**src/rtl/demux_buf_if.sv**
```systemverilog
// Handshake bundle for demux_buf: one input stream, two output queues, debug counters.
interface demux_buf_if #(
  parameter int DATA_LENGTH = 32,
  parameter int CNT_WIDTH   = 16
);
  logic                   in_valid;
  logic                   in_ready;
  logic                   sel;
  logic [DATA_LENGTH-1:0] in_data;
  logic                   outa_valid;
  logic                   outa_ready;
  logic [DATA_LENGTH-1:0] outa_data;
  logic                   outb_valid;
  logic                   outb_ready;
  logic [DATA_LENGTH-1:0] outb_data;
  logic [CNT_WIDTH-1:0]   cnt_a;
  logic [CNT_WIDTH-1:0]   cnt_b;

  // Driver/consumer side: produces input words and output readies.
  modport master (
    output in_valid, sel, in_data, outa_ready, outb_ready,
    input  in_ready, outa_valid, outa_data, outb_valid, outb_data, cnt_a, cnt_b
  );

  // Demux side.
  modport slave (
    input  in_valid, sel, in_data, outa_ready, outb_ready,
    output in_ready, outa_valid, outa_data, outb_valid, outb_data, cnt_a, cnt_b
  );
endinterface

```
**src/rtl/demux_buf.sv**
```systemverilog
// 1-to-2 buffered demultiplexer: steers each input word by sel into one of two
// independent 2-entry queues (A = writeback, B = store path) with per-port counters.
module demux_buf #(
  parameter int DATA_LENGTH = 32,
  parameter int CNT_WIDTH   = 16
) (
  input  logic        clk,
  input  logic        rst,
  input  logic        flush,
  demux_buf_if.slave  bus
);

  logic [DATA_LENGTH-1:0] head  [2];
  logic [DATA_LENGTH-1:0] tail  [2];
  logic [1:0]             count [2];
  logic [CNT_WIDTH-1:0]   cnt   [2];
  logic [1:0]             push;
  logic [1:0]             pop;
  logic [1:0]             out_ready;

  // in_ready looks only at sel/flush and occupancy; consumer readies never feed it,
  // so a full queue refuses a word even while it is being popped.
  always_comb begin
    out_ready    = {bus.outb_ready, bus.outa_ready};
    bus.in_ready = !flush && (bus.sel ? (count[1] != 2'd2) : (count[0] != 2'd2));
    push         = '0;
    pop          = '0;
    push[0]      = bus.in_valid && bus.in_ready && !bus.sel;
    push[1]      = bus.in_valid && bus.in_ready &&  bus.sel;
    for (int q = 0; q < 2; q++) begin
      pop[q] = (count[q] != 2'd0) && out_ready[q] && !flush;
    end
  end

  always_ff @(posedge clk) begin
    if (rst) begin
      for (int q = 0; q < 2; q++) begin
        head[q]  <= '0;
        tail[q]  <= '0;
        count[q] <= 2'd0;
        cnt[q]   <= '0;
      end
    end else if (flush) begin
      for (int q = 0; q < 2; q++) begin
        count[q] <= 2'd0;
      end
    end else begin
      for (int q = 0; q < 2; q++) begin
        // Push+pop only happens at count 1: the new word replaces the head.
        if (push[q] && pop[q]) begin
          head[q] <= bus.in_data;
        end else if (push[q]) begin
          if (count[q] == 2'd0) begin
            head[q] <= bus.in_data;
          end else begin
            tail[q] <= bus.in_data;
          end
          count[q] <= count[q] + 2'd1;
        end else if (pop[q]) begin
          head[q]  <= tail[q];
          count[q] <= count[q] - 2'd1;
        end
        if (push[q]) begin
          cnt[q] <= cnt[q] + 1'b1;
        end
      end
    end
  end

  assign bus.outa_valid = (count[0] != 2'd0);
  assign bus.outb_valid = (count[1] != 2'd0);
  assign bus.outa_data  = head[0];
  assign bus.outb_data  = head[1];
  assign bus.cnt_a      = cnt[0];
  assign bus.cnt_b      = cnt[1];

endmodule

```
**src/flat_wrapper.sv**
```systemverilog
// flat-port wrapper written by rule: the top's interface ports become plain ports
module demux_buf_flat 
#(
  parameter int DATA_LENGTH = 32,
  parameter int CNT_WIDTH   = 16
)
  (clk, rst, flush, bus_in_valid, bus_sel, bus_in_data, bus_outa_ready, bus_outb_ready, bus_in_ready, bus_outa_valid, bus_outa_data, bus_outb_valid, bus_outb_data, bus_cnt_a, bus_cnt_b);
  demux_buf_if #(.DATA_LENGTH(DATA_LENGTH), .CNT_WIDTH(CNT_WIDTH)) bus_i ();
  input  logic clk;
  input  logic rst;
  input  logic flush;
  input wire logic [$bits(bus_i.in_valid)-1:0] bus_in_valid;
  input wire logic [$bits(bus_i.sel)-1:0] bus_sel;
  input wire logic [$bits(bus_i.in_data)-1:0] bus_in_data;
  input wire logic [$bits(bus_i.outa_ready)-1:0] bus_outa_ready;
  input wire logic [$bits(bus_i.outb_ready)-1:0] bus_outb_ready;
  output wire logic [$bits(bus_i.in_ready)-1:0] bus_in_ready;
  output wire logic [$bits(bus_i.outa_valid)-1:0] bus_outa_valid;
  output wire logic [$bits(bus_i.outa_data)-1:0] bus_outa_data;
  output wire logic [$bits(bus_i.outb_valid)-1:0] bus_outb_valid;
  output wire logic [$bits(bus_i.outb_data)-1:0] bus_outb_data;
  output wire logic [$bits(bus_i.cnt_a)-1:0] bus_cnt_a;
  output wire logic [$bits(bus_i.cnt_b)-1:0] bus_cnt_b;
  assign bus_i.in_valid = bus_in_valid;
  assign bus_i.sel = bus_sel;
  assign bus_i.in_data = bus_in_data;
  assign bus_i.outa_ready = bus_outa_ready;
  assign bus_i.outb_ready = bus_outb_ready;
  assign bus_in_ready = bus_i.in_ready;
  assign bus_outa_valid = bus_i.outa_valid;
  assign bus_outa_data = bus_i.outa_data;
  assign bus_outb_valid = bus_i.outb_valid;
  assign bus_outb_data = bus_i.outb_data;
  assign bus_cnt_a = bus_i.cnt_a;
  assign bus_cnt_b = bus_i.cnt_b;
  demux_buf #(.DATA_LENGTH(DATA_LENGTH), .CNT_WIDTH(CNT_WIDTH)) u_core (.clk(clk), .rst(rst), .flush(flush), .bus(bus_i));
endmodule
```
**config.mk**
```make
export PLATFORM = sky130hd
export DESIGN_NAME = demux_buf_flat
export DESIGN_NICKNAME = d
export VERILOG_FILES = /design/src/rtl/demux_buf_if.sv /design/src/rtl/demux_buf.sv /design/src/flat_wrapper.sv
export SDC_FILE = /design/constraint.sdc
export NUM_CORES = 1
export LEC_CHECK = 0
export ABC_AREA = 1
export BUFFER_PORTS_ARGS = -buffer_cell sky130_fd_sc_hd__buf_2
export CORE_MARGIN = 1.5
export CORE_UTILIZATION = 56
export DETAILED_ROUTE_END_ITERATION = 10
export PLACE_DENSITY = 0.92
export SYNTH_ARGS = -nofsm -noshare
export SYNTH_HDL_FRONTEND = slang
export SYNTH_SLANG_ARGS = --single-unit
```
**constraint.sdc**
```tcl
create_clock -name clk -period 5.63 [get_ports clk]
set_input_delay 0.2815 -clock clk [delete_from_list [all_inputs] [get_ports clk]]
set_output_delay 0.2815 -clock clk [all_outputs]
set_load 0.05 [all_outputs]
```
# Word level (Yosys, flattened, before mapping)
# Memory sizes are Yosys's and may differ from the RTL's.
# Cells that the tools add are included.
# word_totals
mem_bits_ro	0
output_inout_bits	99
latch_bits	0
n_memories	4
inputBits	39
ramBits	164
word_cells	126
reg_bits	0
# op_classes
shifts	0
n_mul	0
n_eq_ne	2
add_sub_neg	6
n_bitwise	16
reduce_logical	16
n_div	0
n_lt_le_gt_ge	0
n_mux	82
# memory_table
name	depth	width	read_ports	rd_clocked_by_memory_dff	wr	line	text
u_core.head	2	32	2	0	2	demux_buf.sv:13	logic [DATA_LENGTH-1:0] head [2];
u_core.tail	2	32	2	0	2	demux_buf.sv:14	logic [DATA_LENGTH-1:0] tail [2];
u_core.cnt	2	16	2	0	2	demux_buf.sv:16	logic [CNT_WIDTH-1:0] cnt [2];
u_core.count	2	2	2	0	2	demux_buf.sv:15	logic [1:0] count [2];
# op_table
operator	n
32-bit two-way mux	8
1-bit two-way mux	66
16-bit by 1-bit adder with 16-bit output, second input constant	2
16-bit two-way mux	2
1-bit bitwise OR	16
2-bit two-way mux	6
1-bit logical AND	10
2-bit by 1-bit adder with 2-bit output, second input constant	2
2-bit logical NOT	2
2-bit != test, second input constant	2
2-bit nonzero test	2
2-bit by 1-bit subtractor with 2-bit output, second input constant	2
1-bit logical NOT	2

# Depth between registers and ports, before layout
# depth
word_depth	13
depth_mapped	11
ltp_nobuf	10

# Worst setup path before layout
# Ideal clock, no wire load.
# synth_timing
path_type	register to register
start	memory u_core.count[0][1]
end	memory u_core.tail[1][0] (netlist: u_core.tail[0][32]), enable pin
setup_time_ns	0.470
required_time_ns	5.160
setup_slack_ns	1.198
arrival_ns	3.962
synth_period_minus_slack_ns	4.432
path_buffers	1
stages_incl_launch_ff	7
cell_sequence	edfxtp_1 > nand2_1 > nor2_1 > nor2_2 > nand3_2 > clkbuf_1 > o31ai_1
# synth_rtl
element	line
from (decl)	demux_buf.sv:15
to (decl)	demux_buf.sv:14

==> flow_summary_export.csv <==
group,metric,value,unit
power_and_ir_drop,p_total,3140,uW
worst_setup_path,end_kind,"register",
synthesis,yosysUniqueCellTypes,29,
clock_network,cts_tree,"built",
worst_setup_path,crit_required,5820,ps
synthesis,postSynthCellCount,841,
clock_network,postCtsSetupRepairBufs,0,
sta,rsz0062_at_grt,"no",
global_routing,antenna_found_initial,0,
sta,drv_slew,0,
floorplan,rows,43,
power_and_ir_drop,switching_share,28.9,%
drt,wl_per_cell,16.2,um
power_and_ir_drop,clkPwrFrac,37.1,%
finish,area_delta_synth_final,17.4,%
synthesis,yosysWarnings,0,
sta,worst_pin_slew,1150,ps
worst_setup_path,cp_max_fo,35,
finish,final.fill_count,1033,
clock_network,numCtsBuffers,17,
sta,finalSetupViolations,0,
finish,seq_area,4920,um2
power_and_ir_drop,pwr-share-comb,15.7,%
floorplan,die_y,122,um
global_routing,grt_pass1_vias,5971,
clock_network,root_buffer,"clkbuf_16",
power_and_ir_drop,seqPwrFrac,47.2,%
clock_network,cts.repair.resized,0,
place,gp_congestion,0.890,
synthesis,synth_area,7960,um2
finish,n_antenna_cell,0,
synthesis,synth_area_leaders,"edfxtp_1 62%, nand2_1 9.6%, inv_1 6.5%",
synthesis,ys_ff_latch,164,
sta,finClkSkew,8.77,ps
power_and_ir_drop,cellPowerDensity,337,nW/um2
clock_network,hold_buffers,0,
drt,ant_nets,0,
floorplan,boundaryPins,138,
finish,layout_common_cells,"203 x nand2_1, 164 x edfxtp_1, 137 x inv_1, 137 x buf_2, 64 x nor2_1",
place,place_hpwl,11500,um
clock_network,htreeDepth,4,
sta,max-slew-margin-rel,22.8,%
synthesis,synth.avg_cell_area,9.46,um2
global_routing,grt.overflow.total,0,
drt,drt-pass1-iter-count,5,
sta,fin_setup_tns,0,ps
worst_setup_path,critPathLaunchType,"register",
floorplan,core_area,13900,um2
sta,fmax,0.265,GHz
floorplan,die_area,14900,um2
clock_network,worstSkewPairLatency,430,ps
worst_setup_path,worst_ep_arrival_time,3970,ps
synthesis,synth_fp_nets,883,
clock_network,clk_pin_slew,70,ps
finish,layout_commonest_cell,"nand2_1",
drt,viasPerCell,5.47,
clock_network,cts.sinks,164,
drt,via_count,6330,
clock_network,clock_path_buffers,2,
drt,drtIter0Drc,726,
finish,finish.net_count,1006,
sta,fin_crit,3780,ps
power_and_ir_drop,p_int,2240,uW
sta,hold_viol,0,
floorplan,start_util,57.3,%
sta,fin_crit_sh,67.2,%
synthesis,ys_seq_area_share,61.9,%
floorplan,dieWidth,122,um
synthesis,synth.top_cell.area_share,61.9,%
worst_setup_path,crit_type,"reg -> reg",
global_routing,grt_max_degree,43,
synthesis,yosysTopAreaCell,"edfxtp_1",
drt,route.detailed.drc,0,
power_and_ir_drop,p_leak,0.00438,uW
place,port_buffers,137,
finish,multi_input_area,2340,um2
power_and_ir_drop,switching_power,909,uW
power_and_ir_drop,ir_worst_vdd,0.270,mV
finish,layout-drive-gt1-share,18.9,%
run_status,status,"finished clean",
flow_run,maxCapViolations,0,
global_routing,grt_pass1_wl,28900,um
drt,drt-total-wl,18700,um
worst_hold_path,holdCritPathClass,"in -> reg",
global_routing,grt_usage,25.5,%
## final timing paths
check	startpoint	endpoint	slack, ps	cells past startpoint
hold / removal	bus_in_data[12]	u_core.head[0][12]	220	5
setup / recovery	u_core.count[1][0]	u_core.head[1][4]	1850	10
hold reg to reg	u_core.count[1][0]	u_core.count[1][0]	560	1
setup reg to reg	u_core.count[1][0]	u_core.head[1][4]	1850	10
## cell type report
type,count,share of cell area (%)
clock buffer,18,4.59
clock inverter,14,1.73
inverter,142,5.70
multi-input combinational,496,25.0
sequential,164,52.7
tap,180,2.41
timing repair buffer,143,7.82
## state kept, by name (all words and copies together), names as in the netlist
| register | count |
|---|---|
| u_core.head | 64 |
| u_core.tail | 64 |
| u_core.cnt | 32 |
| u_core.count | 4 |
## cell families (layout without fill, tap and decap cells)
family / after synthesis / after routing / share of synthesized area, %
buffers and inverters: 181 / 317 / 9.13
adder cells (fa/ha/maj): 3 / 3 / 0.472
AND/OR/NAND/NOR: 392 / 392 / 21.6
flip-flops: 164 / 164 / 61.9
AO/OA/AOI/OAI: 93 / 93 / 5.99
XOR/XNOR: 8 / 8 / 0.880
## through the flow
step	cells	util [%]	setup slack (ps)	hold slack, ps	area, um2
final	1157	67.3	1850	216	9340
after CTS	1157	67.3	1910	205	9340
after detailed placement	1125	63.1	1960	548	8750
after global routing	1157	67.3	1620	239	9340
after global placement	1125	63.1	2090	542	8750
after floorplan	841	-	1200	530	7960
## Yosys cell counts, drive strengths merged
cell type    n
nand2      207
edfxtp     164
inv        138
nor2        66
nand3       58
a21oi       44
nand4       44
o21ai       43
clkbuf      23
buf         16
nor3        10
xor2         6
nor3b        5
clkinv       4
a31oi        3
ha           3
or2          2
xnor2        2
a21o         1
o21a         1
o31ai        1
## worst max-delay path, stage by stage, from the launching register on
cell      delay [ps]
edfxtp_1         380
inv_1             90
ha_1             240
inv_1            100
nand3_1          180
clkinv_1         850
nand3_1          380
nand3_2          580
buf_4            500
nand2_1          140
nand2_1           70
## layer usage
| metal | part of all wire (%) | track usage, % | vias up |
|---|---|---|---|
| met1 | 40 | 33.5 | 2903 |
| met5 | 0 | 0 | - |
| met2 | 48 | 40.9 | 335 |
| met3 | 9.0 | 5.81 | 46 |
| li1 | - | - | 3046 |
| met4 | 2.2 | 11.0 | 0 |
## power by group through the flow
stage	Combinational, uW	Clock [uW]	Sequential, uW
final	495	1170	1480
after global routing	527	1220	1490
after CTS	493	1170	1480
after detailed placement	490	0	1510
after global placement	481	0	1510
after floorplan	164	0	1710
Power figures use the tool's default switching activity.
